===== src/rtl/pet_io_pkg.sv =====
// Shared constants and types for the PET I/O page fabric.
// Covers the control register indices, pipeline states and default open-bus value.
package pet_io_pkg;

  localparam logic [1:0] IDX_STATUS = 2'd0;
  localparam logic [1:0] IDX_MASK   = 2'd1;
  localparam logic [1:0] IDX_MODE   = 2'd2;
  localparam logic [1:0] IDX_ACK    = 2'd3;

  localparam logic [7:0] OPEN_BUS_DEF = 8'hE8;

  typedef enum logic [1:0] {
    IDLE = 2'd0,
    STB  = 2'd1,
    CAP  = 2'd2
  } state_t;

endpackage


===== src/rtl/pet_io_irqctl.sv =====
// Interrupt controller: MASK/MODE registers and per-slot pending logic.
// In edge mode a pending bit is a set-latch; ACK clears it, but a same-clk set wins.
module pet_io_irqctl
  import pet_io_pkg::*;
#(
  parameter int NSLOT = 4,
  parameter int DW    = 8
) (
  input  logic             clk,
  input  logic             reset_n,
  input  logic             i_wr_mask,
  input  logic             i_wr_mode,
  input  logic             i_wr_ack,
  input  logic [DW-1:0]    i_wdata,
  input  logic [NSLOT-1:0] i_slot_irq,
  output logic [NSLOT-1:0] o_pending,
  output logic [DW-1:0]    o_mask,
  output logic [DW-1:0]    o_mode
);

  logic [DW-1:0]    r_mask, r_mode;
  logic [NSLOT-1:0] r_edge, r_irq_d;
  logic [DW-1:0]    w_mode_nxt;
  logic [NSLOT-1:0] w_rise, w_set, w_clr, w_ack;

  assign w_mode_nxt = i_wr_mode ? i_wdata : r_mode;
  assign w_rise     = i_slot_irq & ~r_irq_d;
  assign w_ack      = {NSLOT{i_wr_ack}} & i_wdata[NSLOT-1:0];
  // Leaving edge mode drops any latched edge for that slot.
  assign w_clr      = w_ack | (r_mode[NSLOT-1:0] & ~w_mode_nxt[NSLOT-1:0]);
  assign w_set      = w_mode_nxt[NSLOT-1:0] & w_rise;

  always_ff @(posedge clk or negedge reset_n) begin
    if (!reset_n) begin
      r_mask  <= '1;
      r_mode  <= '0;
      r_edge  <= '0;
      r_irq_d <= '0;
    end else begin
      if (i_wr_mask) r_mask <= i_wdata;
      r_mode  <= w_mode_nxt;
      r_edge  <= (r_edge & ~w_clr) | w_set;
      r_irq_d <= i_slot_irq;
    end
  end

  assign o_pending = (r_mode[NSLOT-1:0] & r_edge) | (~r_mode[NSLOT-1:0] & i_slot_irq);
  assign o_mask    = r_mask;
  assign o_mode    = r_mode;

endmodule


===== src/rtl/pet_io_fabric.sv =====
// PET I/O page fabric: one-hot slot decode, strobe/capture pipeline, wired-AND
// read return and interrupt aggregation with an optional control window.
module pet_io_fabric
  import pet_io_pkg::*;
#(
  parameter int       NSLOT    = 4,
  parameter int       AW       = 8,
  parameter int       DW       = 8,
  parameter int       SEL_LSB  = 4,
  parameter logic [DW-1:0] OPEN_BUS = DW'(OPEN_BUS_DEF),
  parameter bit       CTRL_EN  = 1'b0
) (
  input  logic                clk,
  input  logic                reset_n,
  input  logic                ce,
  input  logic                cs,
  input  logic                we,
  input  logic [AW-1:0]       addr,
  input  logic [DW-1:0]       data_in,
  output logic [DW-1:0]       data_out,
  input  logic [NSLOT-1:0]    slot_en,
  output logic [NSLOT-1:0]    slot_strobe,
  input  logic [NSLOT*DW-1:0] slot_rdata,
  input  logic [NSLOT-1:0]    slot_irq,
  output logic                irq
);

  state_t           r_state, w_state_nxt;
  logic             w_accept, w_ctrl_sel, w_ctl_wr;
  logic [NSLOT-1:0] w_sel, r_sel, r_strobe;
  logic             r_csel, r_we, r_irq, w_irq_nxt;
  logic [1:0]       r_idx;
  logic [DW-1:0]    r_wdata, r_dout, w_rd, w_ctrl_rd;
  logic [NSLOT-1:0] w_pending;
  logic [DW-1:0]    w_mask, w_mode;
  logic             w_wr_mask, w_wr_mode, w_wr_ack;
  logic             w_unused;

  for (genvar gi = 0; gi < NSLOT; gi++) begin : g_dec
    assign w_sel[gi] = cs & slot_en[gi] & addr[SEL_LSB+gi];
  end

  assign w_ctrl_sel = CTRL_EN & cs & (addr[AW-1:SEL_LSB] == '0);
  // A ce landing in STB is dropped; CAP may overlap the next access.
  assign w_accept   = ce & (r_state != STB);

  always_comb begin
    w_state_nxt = r_state;
    case (r_state)
      IDLE:    if (w_accept) w_state_nxt = STB;
      STB:     w_state_nxt = CAP;
      CAP:     w_state_nxt = w_accept ? STB : IDLE;
      default: w_state_nxt = IDLE;
    endcase
  end

  always_ff @(posedge clk or negedge reset_n) begin
    if (!reset_n) begin
      r_state  <= IDLE;
      r_strobe <= '0;
      r_sel    <= '0;
      r_csel   <= 1'b0;
      r_we     <= 1'b0;
      r_idx    <= '0;
      r_wdata  <= '0;
      r_dout   <= OPEN_BUS;
      r_irq    <= 1'b0;
    end else begin
      r_state  <= w_state_nxt;
      r_strobe <= w_accept ? w_sel : '0;
      if (w_accept) begin
        r_sel   <= w_sel;
        r_csel  <= w_ctrl_sel;
        r_we    <= we;
        r_idx   <= addr[1:0];
        r_wdata <= data_in;
      end
      if (r_state == CAP)
        r_dout <= ((|r_sel) | r_csel) ? w_rd : OPEN_BUS;
      r_irq <= w_irq_nxt;
    end
  end

  assign w_ctl_wr  = (r_state == STB) & r_csel & r_we;
  assign w_wr_mask = w_ctl_wr & (r_idx == IDX_MASK);
  assign w_wr_mode = w_ctl_wr & (r_idx == IDX_MODE);
  assign w_wr_ack  = w_ctl_wr & (r_idx == IDX_ACK);

  always_comb begin
    w_ctrl_rd = '0;
    case (r_idx)
      IDX_STATUS: w_ctrl_rd[NSLOT-1:0] = w_pending;
      IDX_MASK:   w_ctrl_rd = w_mask;
      IDX_MODE:   w_ctrl_rd = w_mode;
      default:    w_ctrl_rd = '0;
    endcase
  end

  // Wired-AND over every selected source; unselected terms are all-ones.
  always_comb begin
    w_rd = '1;
    for (int i = 0; i < NSLOT; i++)
      if (r_sel[i]) w_rd = w_rd & slot_rdata[i*DW +: DW];
    if (r_csel) w_rd = w_rd & w_ctrl_rd;
  end

  if (CTRL_EN) begin : g_ctl
    pet_io_irqctl #(.NSLOT(NSLOT), .DW(DW)) u_irqctl (
      .clk       (clk),
      .reset_n   (reset_n),
      .i_wr_mask (w_wr_mask),
      .i_wr_mode (w_wr_mode),
      .i_wr_ack  (w_wr_ack),
      .i_wdata   (r_wdata),
      .i_slot_irq(slot_irq),
      .o_pending (w_pending),
      .o_mask    (w_mask),
      .o_mode    (w_mode)
    );
    assign w_irq_nxt = |(w_pending & w_mask[NSLOT-1:0]);
  end else begin : g_noctl
    assign w_pending = '0;
    assign w_mask    = '1;
    assign w_mode    = '0;
    assign w_irq_nxt = |slot_irq;
  end

  assign w_unused = ^{addr, data_in, r_wdata, w_wr_mask, w_wr_mode, w_wr_ack, w_mode};

  assign slot_strobe = r_strobe;
  assign data_out    = r_dout;
  assign irq         = r_irq;

endmodule


===== config.mk =====
export PLATFORM = sky130hd
export DESIGN_NAME = pet_io_fabric
export DESIGN_NICKNAME = d
export VERILOG_FILES = /design/src/rtl/pet_io_pkg.sv /design/src/rtl/pet_io_irqctl.sv /design/src/rtl/pet_io_fabric.sv
export SDC_FILE = /design/constraint.sdc
export NUM_CORES = 1
export LEC_CHECK = 0
export ABC_AREA = 1
export CAP_MARGIN = 10
export CORE_UTILIZATION = 39
export CTS_CLUSTER_DIAMETER = 150
export CTS_CLUSTER_SIZE = 10
export DETAILED_ROUTE_END_ITERATION = 7
export PLACE_DENSITY_LB_ADDON = 0.1
export SLEW_MARGIN = 15
export SYNTH_ARGS = -nofsm -noshare
export SYNTH_HDL_FRONTEND = slang
export SYNTH_SLANG_ARGS = --single-unit
export TNS_END_PERCENT = 20

===== constraint.sdc =====
create_clock -name clk -period 2.1 [get_ports clk]
set_input_delay 0.315 -clock clk [delete_from_list [all_inputs] [get_ports clk]]
set_output_delay 0.315 -clock clk [all_outputs]
set_load 0.02 [all_outputs]

Yosys cells after proc, flatten, opt, wreduce, memory -nomap -nowiden:

Index checks and enable logic that the tools add are counted.
W data, S select, Z words.

* register bits after elaboration: 19
* input bits: 61
* output and inout port bits: 13
* logic and storage cells: 33

* equality and inequality tests: 4
* muxes and demuxes: 9
* bitwise gates (word level): 12
* reductions and logical operators: 3

Operators with widths (count)
* $mux W8: 5
* $and A8 B8 Y8: 3
* $and A1 B1 Y1: 9
* $reduce_or A4 Y1: 2
* $pmux W2 S3: 1
* $mux W4: 1
* $eq A2 B1 Y1 const B: 1
* $eq A2 B2 Y1 const B: 1
* $logic_not A2 Y1: 1
* $mux W2: 1
* $ne A2 B1 Y1 const B: 1
* $ne A2 B2 Y1 const B: 1
* $mux W1: 1

Longest topological paths before layout:

Gate-level depths: netlist (run 1).

* word-level depth: 8
* mapped depth: 6
* depth with buffers taken out: 6

Worst setup path before layout (run 1):

No wires, ideal clock.

* path kind: register to register
* start: reg r_state[1]
* end: reg r_sel[0]
* setup time: 0.119 ns
* arrival time: 0.798 ns
* required time: 1.981 ns
* setup slack: 1.183 ns
* cell stages (with the launch flop): 4
* buffers on the path: 1
* period minus slack after synthesis: 0.917 ns
* cell sequence: dfrtp_1 o21ai_4 buf_6 o21ai_2

* word-level cells in the longest chain between the ends: 2

RTL lines
* from (decl): line pet_io_fabric.sv:28 `state_t r_state, w_state_nxt;`
* from (signal assigned): line pet_io_fabric.sv:69 `r_state <= w_state_nxt;`
* $ne A2 B1 Y1: line pet_io_fabric.sv:45 `assign w_accept = ce & (r_state != STB);`
* $and A1 B1 Y1: line pet_io_fabric.sv:45
* to (signal assigned): line pet_io_fabric.sv:72 `r_sel <= w_sel;`
* to (decl): line pet_io_fabric.sv:30 `logic [NSLOT-1:0] w_sel, r_sel, r_strobe;`

No other way between the ends.
A chain may end at the register's enable or synchronous reset.

Final worst setup path (run 1):

* start: reg r_dout[7], in the netlist data_out[7]
* end: out data_out[7]

RTL lines
* from (decl): line pet_io_fabric.sv:33 `logic [DW-1:0] r_wdata, r_dout, w_rd, w_ctrl_rd;`
* from (signal assigned): line pet_io_fabric.sv:79 `r_dout <= ((|r_sel) | r_csel) ? w_rd : OPEN_BUS;`
* to (decl): line pet_io_fabric.sv:20 `output logic [DW-1:0] data_out,`

No word-level cell between the ends.

==> impl_summary.txt, run 1 <==
----------------------------------------------------
[Power]
  Cell leakage power ... between 0.9 and 1 nW
  Power Internal ... 0.8996 mW
  Clock share of power ... approximately an eighth
  Power density over the cells ... between 800 and 900 mW/mm^2
  Part of the power in combinational logic ... approximately 47%
  Worst VDD drop ... roughly 0.00080 V
  Sw power ... 0.5654 mW
  Flop pwr share ... roughly two fifths
  Net switching share of the total power ... between 30% and 40%

[Floorplan]
  Core region area ... between 0.002 and 0.003 mm^2
  Area of the die ... 0.003136 mm^2
  FP Rows ... 19
  Die X-Extent ... about 56 um
  Boundary pin count ... 74
  Starting density of the core ... 41.24%
  Die height ... roughly 56 um

[Clock network]
  H-Tree Depth ... 1
  CTS max path bufs ... 2
  Total setup buffers inserted after CTS ... 0
  Post-CTS clock slew at the launch and capture registers of the worst setup and hold paths ... ~0.12 ns
  Cts hold-fix bufs ... 0
  Clock buffer count from CTS ... 3
  Clock tree root buffer cell ... sky130_fd_sc_hd__clkbuf_4
  CTS tree ... yes
  Clock latency on the worst-skew pair ... a little under 0.3 ns
  Number of instances resized during post-cts repair ... 0
  Clock Sink Count ... 19

[Routing]
  Detailed-route via count ... 1132
  Routed vias/inst ... approximately 4.4
  First-iteration detailed-routing DRC count ... 25
  Wire length per cell after detailed routing ... roughly 10 um
  Antenna Nets Post-Route ... 0
  Detailed-router iteration count before antenna repair ... 4
  Count of unresolved DRC violations after routing ... 0
  Total Routed Length ... 2.648 mm

[GRT]
  First-pass GRT wire length ... roughly 4.6 mm
  Largest net degree at the start of global routing ... 14
  Initial antenna violation count ... 0
  Overall routing resource usage ... roughly 18%
  Via count of the first global-routing pass ... 1120
  Residual overflow from global routing ... 0

[Logic synthesis]
  Yosys synthesis warning count ... 0
  Top area cells in the synthesized netlist ... sky130_fd_sc_hd__dfrtp_1 (33%), sky130_fd_sc_hd__nand2_1 (25%), sky130_fd_sc_hd__inv_1 (11%), sky130_fd_sc_hd__dfstp_2 (9.2%), sky130_fd_sc_hd__nor2_1 (5.3%)
  Post-synthesis sequential area ratio ... between 40 and 50%
  Synth top area share ... 33.00%
  Post-synth design cell area ... around 0.0011 mm^2
  Number of distinct library cells after synthesis ... 16
  Number of nets produced by synthesis ... around 230
  Post-Syn Area per Cell ... ~6.9 um^2
  Library cell occupying the most area in the post-synthesis netlist ... sky130_fd_sc_hd__dfrtp_1
  Number of synthesized register bits ... 19
  Synth Instances ... about 170

[STA]
  Fraction of the cycle the final worst path needs ... ~83%
  Final setup skew ... roughly 0.0082 ns
  Max Freq ... between 0.5 and 0.6 GHz
  Transition time of the tightest slew-check pin ... around 0.44 ns
  Endpoints failing setup ... 0
  Slew headroom ... 70.52%
  Aggregate negative setup slack ... 0 ns
  Shortest period the worst path allows ... between 1.5 and 2 ns
  Number of slew-limit violations in the final report ... 0
  RSZ-0062 raised after global routing ... no
  Number of hold violations in the final report ... 0

[Layout]
  Fraction of final layout cells with drive strength greater than 1 ... 8.889%
  Count of inserted antenna diode cells ... 0
  Fillers ... about 260
  Register cell area after layout ... a little under 500 um^2
  Final net count ... 287
  Final core utilization ... between 60 and 70%
  Multi-input gate area in the final layout ... between 400 and 500 um^2
  Growth of design area from synthesis to finish ... 53.91%
  Commonest cells after routing, fill and taps aside ... sky130_fd_sc_hd__nand2_1 (76), sky130_fd_sc_hd__clkdlybuf4s50_1 (60), sky130_fd_sc_hd__inv_1 (33), sky130_fd_sc_hd__nor2_1 (16), sky130_fd_sc_hd__dfrtp_1 (15)
  Leading cell type in the layout, fill and taps excluded ... sky130_fd_sc_hd__nand2_1

[Critical path]
  Highest fanout seen on the critical path ... 2
  Cell with the largest stage delay on the worst path ... sky130_fd_sc_hd__clkdlybuf4s50_1
  Critical path cell sequence ... clkdlybuf4s50_1
  Buf/Inv on CP ... 1
  Critical path data arrival time ... between 1 and 1.5 ns
  Kind of end point of the critical path ... primary output
  Top delay family on crit path ... buffers and inverters
  Critical setup path kind ... reg2out
  Required time of the critical path ... 1.78 ns
  CP startpoint kind ... flop
  Slowest Stage Delay on Critical Path ... 0.60 ns

[Run status]
  Run status ... complete, no violations

[Place]
  Detailed Place HPWL ... approximately 2.1 mm
  Count of port buffers added during placement ... 60
  Routability-driven placement congestion ratio ... roughly 0.84

[Hold path]
  Hold crit path type ... in2async

[Flow run]
  # Max-Cap Violations ... 0

----------------------------------------------------
==> flip-flops by register name (all words and copies together) (netlist names) <==
| name | count |
|---|---|
| slot_strobe | 4 |
| r_sel | 4 |
| irq | 1 |
| data_out | 8 |
| r_state | 2 |
==> layout make-up <==
cell class	count	share of cell area [%]
clock buffers	3	1.287
flip-flops and latches	19	27.45
well taps	31	2.216
multi-input cells	107	26.30
repair buffers	61	34.74
inverters	34	7.577
clock inverters	1	0.4289
==> worst paths after layout <==
kind,startpoint,to,slack (ns),cells after the start
max in group asynchronous,reset_n,data_out[0],1.32,2
hold reg to reg,data_out[3],data_out[3],0.48,2
setup / recovery,data_out[7],data_out[7],0.36,1
min in group clk,data_out[3],data_out[3],0.48,2
hold / removal,reset_n,slot_strobe[0],0.29,1
setup reg to reg,r_state[0],data_out[0],0.94,5
==> layer usage <==
| layer | global-route usage [%] | up-vias | part of all wire [%] |
|---|---|---|---|
| li1 | - | 591 | - |
| met1 | 20.86 | 505 | 44 |
| met2 | 33.50 | 34 | 50 |
| met3 | 3.721 | 2 | 5.8 |
| met4 | 2.091 | 0 | 0.30 |
| met5 | 0 | - | 0 |
==> per-stage QoR <==
step | worst slack (ns) | instances | cell area [um^2] | hold slack [ns] | power (mW)
global placement | 0.6815 | 252 | 1720 | 0.4596 | 1.269
detailed placement | 0.6822 | 252 | 1720 | 0.4637 | 1.292
CTS | 0.3511 | 256 | 1750 | 0.3021 | 1.479
global route | 0.3178 | 256 | 1750 | 0.3133 | 1.563
finish | 0.3551 | 256 | 1750 | 0.2912 | 1.465
floorplan | 1.183 | 166 | 1137 | 0.01941 | 1.024
==> power groups by stage <==
stage | Sequential, mW | Combinational (mW) | Clock (mW)
floorplan | 0.659 | 0.366 | 0
global placement | 0.599 | 0.670 | 0
detailed placement | 0.605 | 0.687 | 0
CTS | 0.599 | 0.690 | 0.190
global route | 0.612 | 0.746 | 0.204
finish | 0.597 | 0.681 | 0.187
==> synthesized netlist by cell type <==
cell                       instances
sky130_fd_sc_hd__nand2_1          76
sky130_fd_sc_hd__inv_1            33
sky130_fd_sc_hd__nor2_1           16
sky130_fd_sc_hd__dfrtp_1          15
sky130_fd_sc_hd__buf_6             5
sky130_fd_sc_hd__dfstp_2           4
sky130_fd_sc_hd__nand3_1           4
sky130_fd_sc_hd__o21ai_2           4
sky130_fd_sc_hd__nand2_2           2
sky130_fd_sc_hd__a21oi_1           1
sky130_fd_sc_hd__a21oi_2           1
sky130_fd_sc_hd__buf_4             1
sky130_fd_sc_hd__clkinv_4          1
sky130_fd_sc_hd__nor2_4            1
sky130_fd_sc_hd__o21ai_4           1
sky130_fd_sc_hd__or2_2             1
==> logic make-up (layout without fill, tap and decap cells) <==
kind of cell | count (synthesis) | after routing | share of synthesized area (%)
AO/OA/AOI/OAI | 7 | 7 | 5.720
AND/OR/NAND/NOR | 100 | 100 | 34.76
buffers and inverters | 40 | 99 | 17.27
flip-flops | 19 | 19 | 42.24
==> worst reg2reg max path, stage by stage, from the launching register on <==
cell and delay [ns]:
sky130_fd_sc_hd__dfrtp_1 0.40, sky130_fd_sc_hd__inv_1 0.14, sky130_fd_sc_hd__nand2_2 0.20, sky130_fd_sc_hd__a21oi_2 0.23, sky130_fd_sc_hd__nand2_1 0.08, sky130_fd_sc_hd__nand2_1 0.06
No activity file was read; power rests on OpenSTA's default activity.
==> run 2: changes to the inputs <==
CORE_UTILIZATION = 32   (was 39)
clock period = 1.5 ns   (was 2.1 ns; I/O delays follow)
==> impl_summary.txt, run 2 (synthesis results as in run 1) <==
----------------------------------------------------
[Layout]
  Final net count ... 287 (unchanged)
  Max FFs per register ... 8 (unchanged)
  Commonest cells after routing, fill and taps aside ... sky130_fd_sc_hd__nand2_1 (76), sky130_fd_sc_hd__clkdlybuf4s50_1 (47), sky130_fd_sc_hd__inv_1 (33), sky130_fd_sc_hd__nor2_1 (16), sky130_fd_sc_hd__dfrtp_1 (15) (was sky130_fd_sc_hd__nand2_1 (76), sky130_fd_sc_hd__clkdlybuf4s50_1 (60), sky130_fd_sc_hd__inv_1 (33), sky130_fd_sc_hd__nor2_1 (16), sky130_fd_sc_hd__dfrtp_1 (15))
  Count of inserted antenna diode cells ... 0 (unchanged)
  Fraction of final layout cells with drive strength greater than 1 ... 8.889% (unchanged)
  Leading cell type in the layout, fill and taps excluded ... sky130_fd_sc_hd__nand2_1 (unchanged)
  Fillers ... 374 (was 257)
  Growth of design area from synthesis to finish ... 55.89% (was 53.91%)

[Floorplan]
  Boundary pin count ... 74 (unchanged)
  Starting density of the core ... 33.82% (was 41.24%)
  Die X-Extent ... 61.62 um (was 56 um)
  Die height ... 61.62 um (was 56 um)
  FP Rows ... 21 (was 19)
  Area of the die ... 0.003796 mm^2 (was 0.003136 mm^2)
  Core region area ... 0.003363 mm^2 (was 0.002758 mm^2)

[Place]
  Count of port buffers added during placement ... 60 (unchanged)
  Detailed Place HPWL ... 2.094 mm (was 2.124 mm)
  Routability-driven placement congestion ratio ... 0.6512 (was 0.8353)

[Routing]
  Wire length per cell after detailed routing ... 10.05 um (was 10.34 um)
  Detailed-router iteration count before antenna repair ... 4 (unchanged)
  Routed vias/inst ... 3.985 (was 4.422)
  Count of unresolved DRC violations after routing ... 0 (unchanged)
  First-iteration detailed-routing DRC count ... 35 (was 25)
  Detailed-route via count ... 1080 (was 1132)
  Antenna Nets Post-Route ... 0 (unchanged)
  Total Routed Length ... 2.723 mm (was 2.648 mm)

[STA]
  Final setup skew ... 0.003190 ns (was 0.008241 ns)
  RSZ-0062 raised after global routing ... no (unchanged)
  Max Freq ... about 0.72 GHz
  Endpoints failing setup ... 0 (unchanged)
  Shortest period the worst path allows ... about 1.4 ns
  Fraction of the cycle the final worst path needs ... just over 90%
  Number of hold violations in the final report ... 0 (unchanged)
  Slew headroom ... 70.39% (was 70.52%)
  Number of slew-limit violations in the final report ... 0 (unchanged)
  Aggregate negative setup slack ... 0 ns (unchanged)
  Transition time of the tightest slew-check pin ... 0.4441 ns (was 0.4422 ns)

[GRT]
  Initial antenna violation count ... 0 (unchanged)
  Via count of the first global-routing pass ... 940 (was 1120)
  Largest net degree at the start of global routing ... 15 (was 14)
  Residual overflow from global routing ... 0 (unchanged)
  Overall routing resource usage ... 14.88% (was 17.67%)
  First-pass GRT wire length ... 4.057 mm (was 4.567 mm)

[Clock network]
  Clock Sink Count ... 19 (unchanged)
  Number of instances resized during post-cts repair ... 7 (was 0)
  H-Tree Depth ... 1 (unchanged)
  Total setup buffers inserted after CTS ... 0 (unchanged)
  Post-CTS clock slew at the launch and capture registers of the worst setup and hold paths ... 0.11 ns (was 0.12 ns)
  CTS max path bufs ... 2 (unchanged)
  Clock latency on the worst-skew pair ... 0.29 ns (about the same)
  Clock buffer count from CTS ... 3 (unchanged)
  Clock tree root buffer cell ... sky130_fd_sc_hd__clkbuf_4 (unchanged)
  Cts hold-fix bufs ... 0 (unchanged)
  CTS tree ... yes (unchanged)

[Critical path]
  Buf/Inv on CP ... 1 (unchanged)
  Critical path cell sequence ... dlygate4sd2_1 (was clkdlybuf4s50_1)
  Highest fanout seen on the critical path ... 2 (unchanged)
  Cell with the largest stage delay on the worst path ... sky130_fd_sc_hd__dfstp_2 (was sky130_fd_sc_hd__clkdlybuf4s50_1)
  Critical setup path kind ... reg2out (unchanged)
  CP startpoint kind ... flop (unchanged)
  Timing startpoint of the critical path ... data_out[5] (was data_out[7])
  Required time of the critical path ... 1.27 ns (was 1.78 ns)
  Top delay family on crit path ... flip-flops (was buffers and inverters)
  Critical register-to-register path startpoint ... r_state[0] (unchanged)
  Critical path data arrival time ... 1.16 ns (was 1.43 ns)
  Slowest Stage Delay on Critical Path ... 0.54 ns (was 0.60 ns)
  Kind of end point of the critical path ... primary output (unchanged)

[Power]
  Cell leakage power ... 1.034 nW (was 0.9293 nW)
  Power density over the cells ... 1117 mW/mm^2 (was 836.9 mW/mm^2)
  Worst VDD drop ... 0.0005883 V (was 0.0008031 V)
  Final total power ... 1.980 mW (was 1.465 mW)

[Run status]
  Run status ... complete, no violations (unchanged)

[Hold path]
  Hold crit path type ... in2async (unchanged)

[Flow run]
  # Max-Cap Violations ... 0 (unchanged)

----------------------------------------------------
## run 2: per-stage QoR
step                      area [um^2]  hold slack (ns)  util (%)  worst slack (ns)  instances
after floorplan                  1137         -0.07059         -            0.5830        166
after detailed placement         1739           0.4621     51.71            0.1670        267
after CTS                        1758           0.1485     52.27          0.003456        271
after global routing             1773           0.1418     52.72           0.05470        271
after global placement           1739           0.4605     51.71            0.1733        267
final                            1773           0.1641     52.72            0.1117        271
## run 2: per-layer routing
metal	GRT usage, %	vias up	wire length, um
met3	2.731	2	193
met1	18.54	454	1264
met4	5.714	0	17
li1	-	590	-
met2	25.50	34	1248
met5	0	-	0
## run 2: layout make-up
type	count	area (um^2)	area share [%]
sequential	19	480.5	27.10
clock inverter	1	5.005	0.2823
timing repair buffer	61	614.3	34.65
clock buffer	3	22.52	1.270
multi-input combinational	107	460.4	25.97
tap	46	57.56	3.246
inverter	34	132.6	7.481
## run 2: worst paths after layout
kind / endpoint / slack, ns / depth (start not counted)
max reg2reg: data_out[2] / 0.34 / 5
min in group clk: data_out[3] / 0.47 / 2
max: data_out[5] / 0.11 / 1
max in group asynchronous: data_out[1] / 0.85 / 2
min reg2reg: data_out[3] / 0.47 / 2
min: irq / 0.16 / 1
## run 2: power breakdown
part	internal, mW	switching, mW	total (mW)	leakage (nW)
combinational	0.393	0.490	0.883	0.778
clock	0.0991	0.160	0.259	0.0177
sequential	0.699	0.138	0.837	0.238
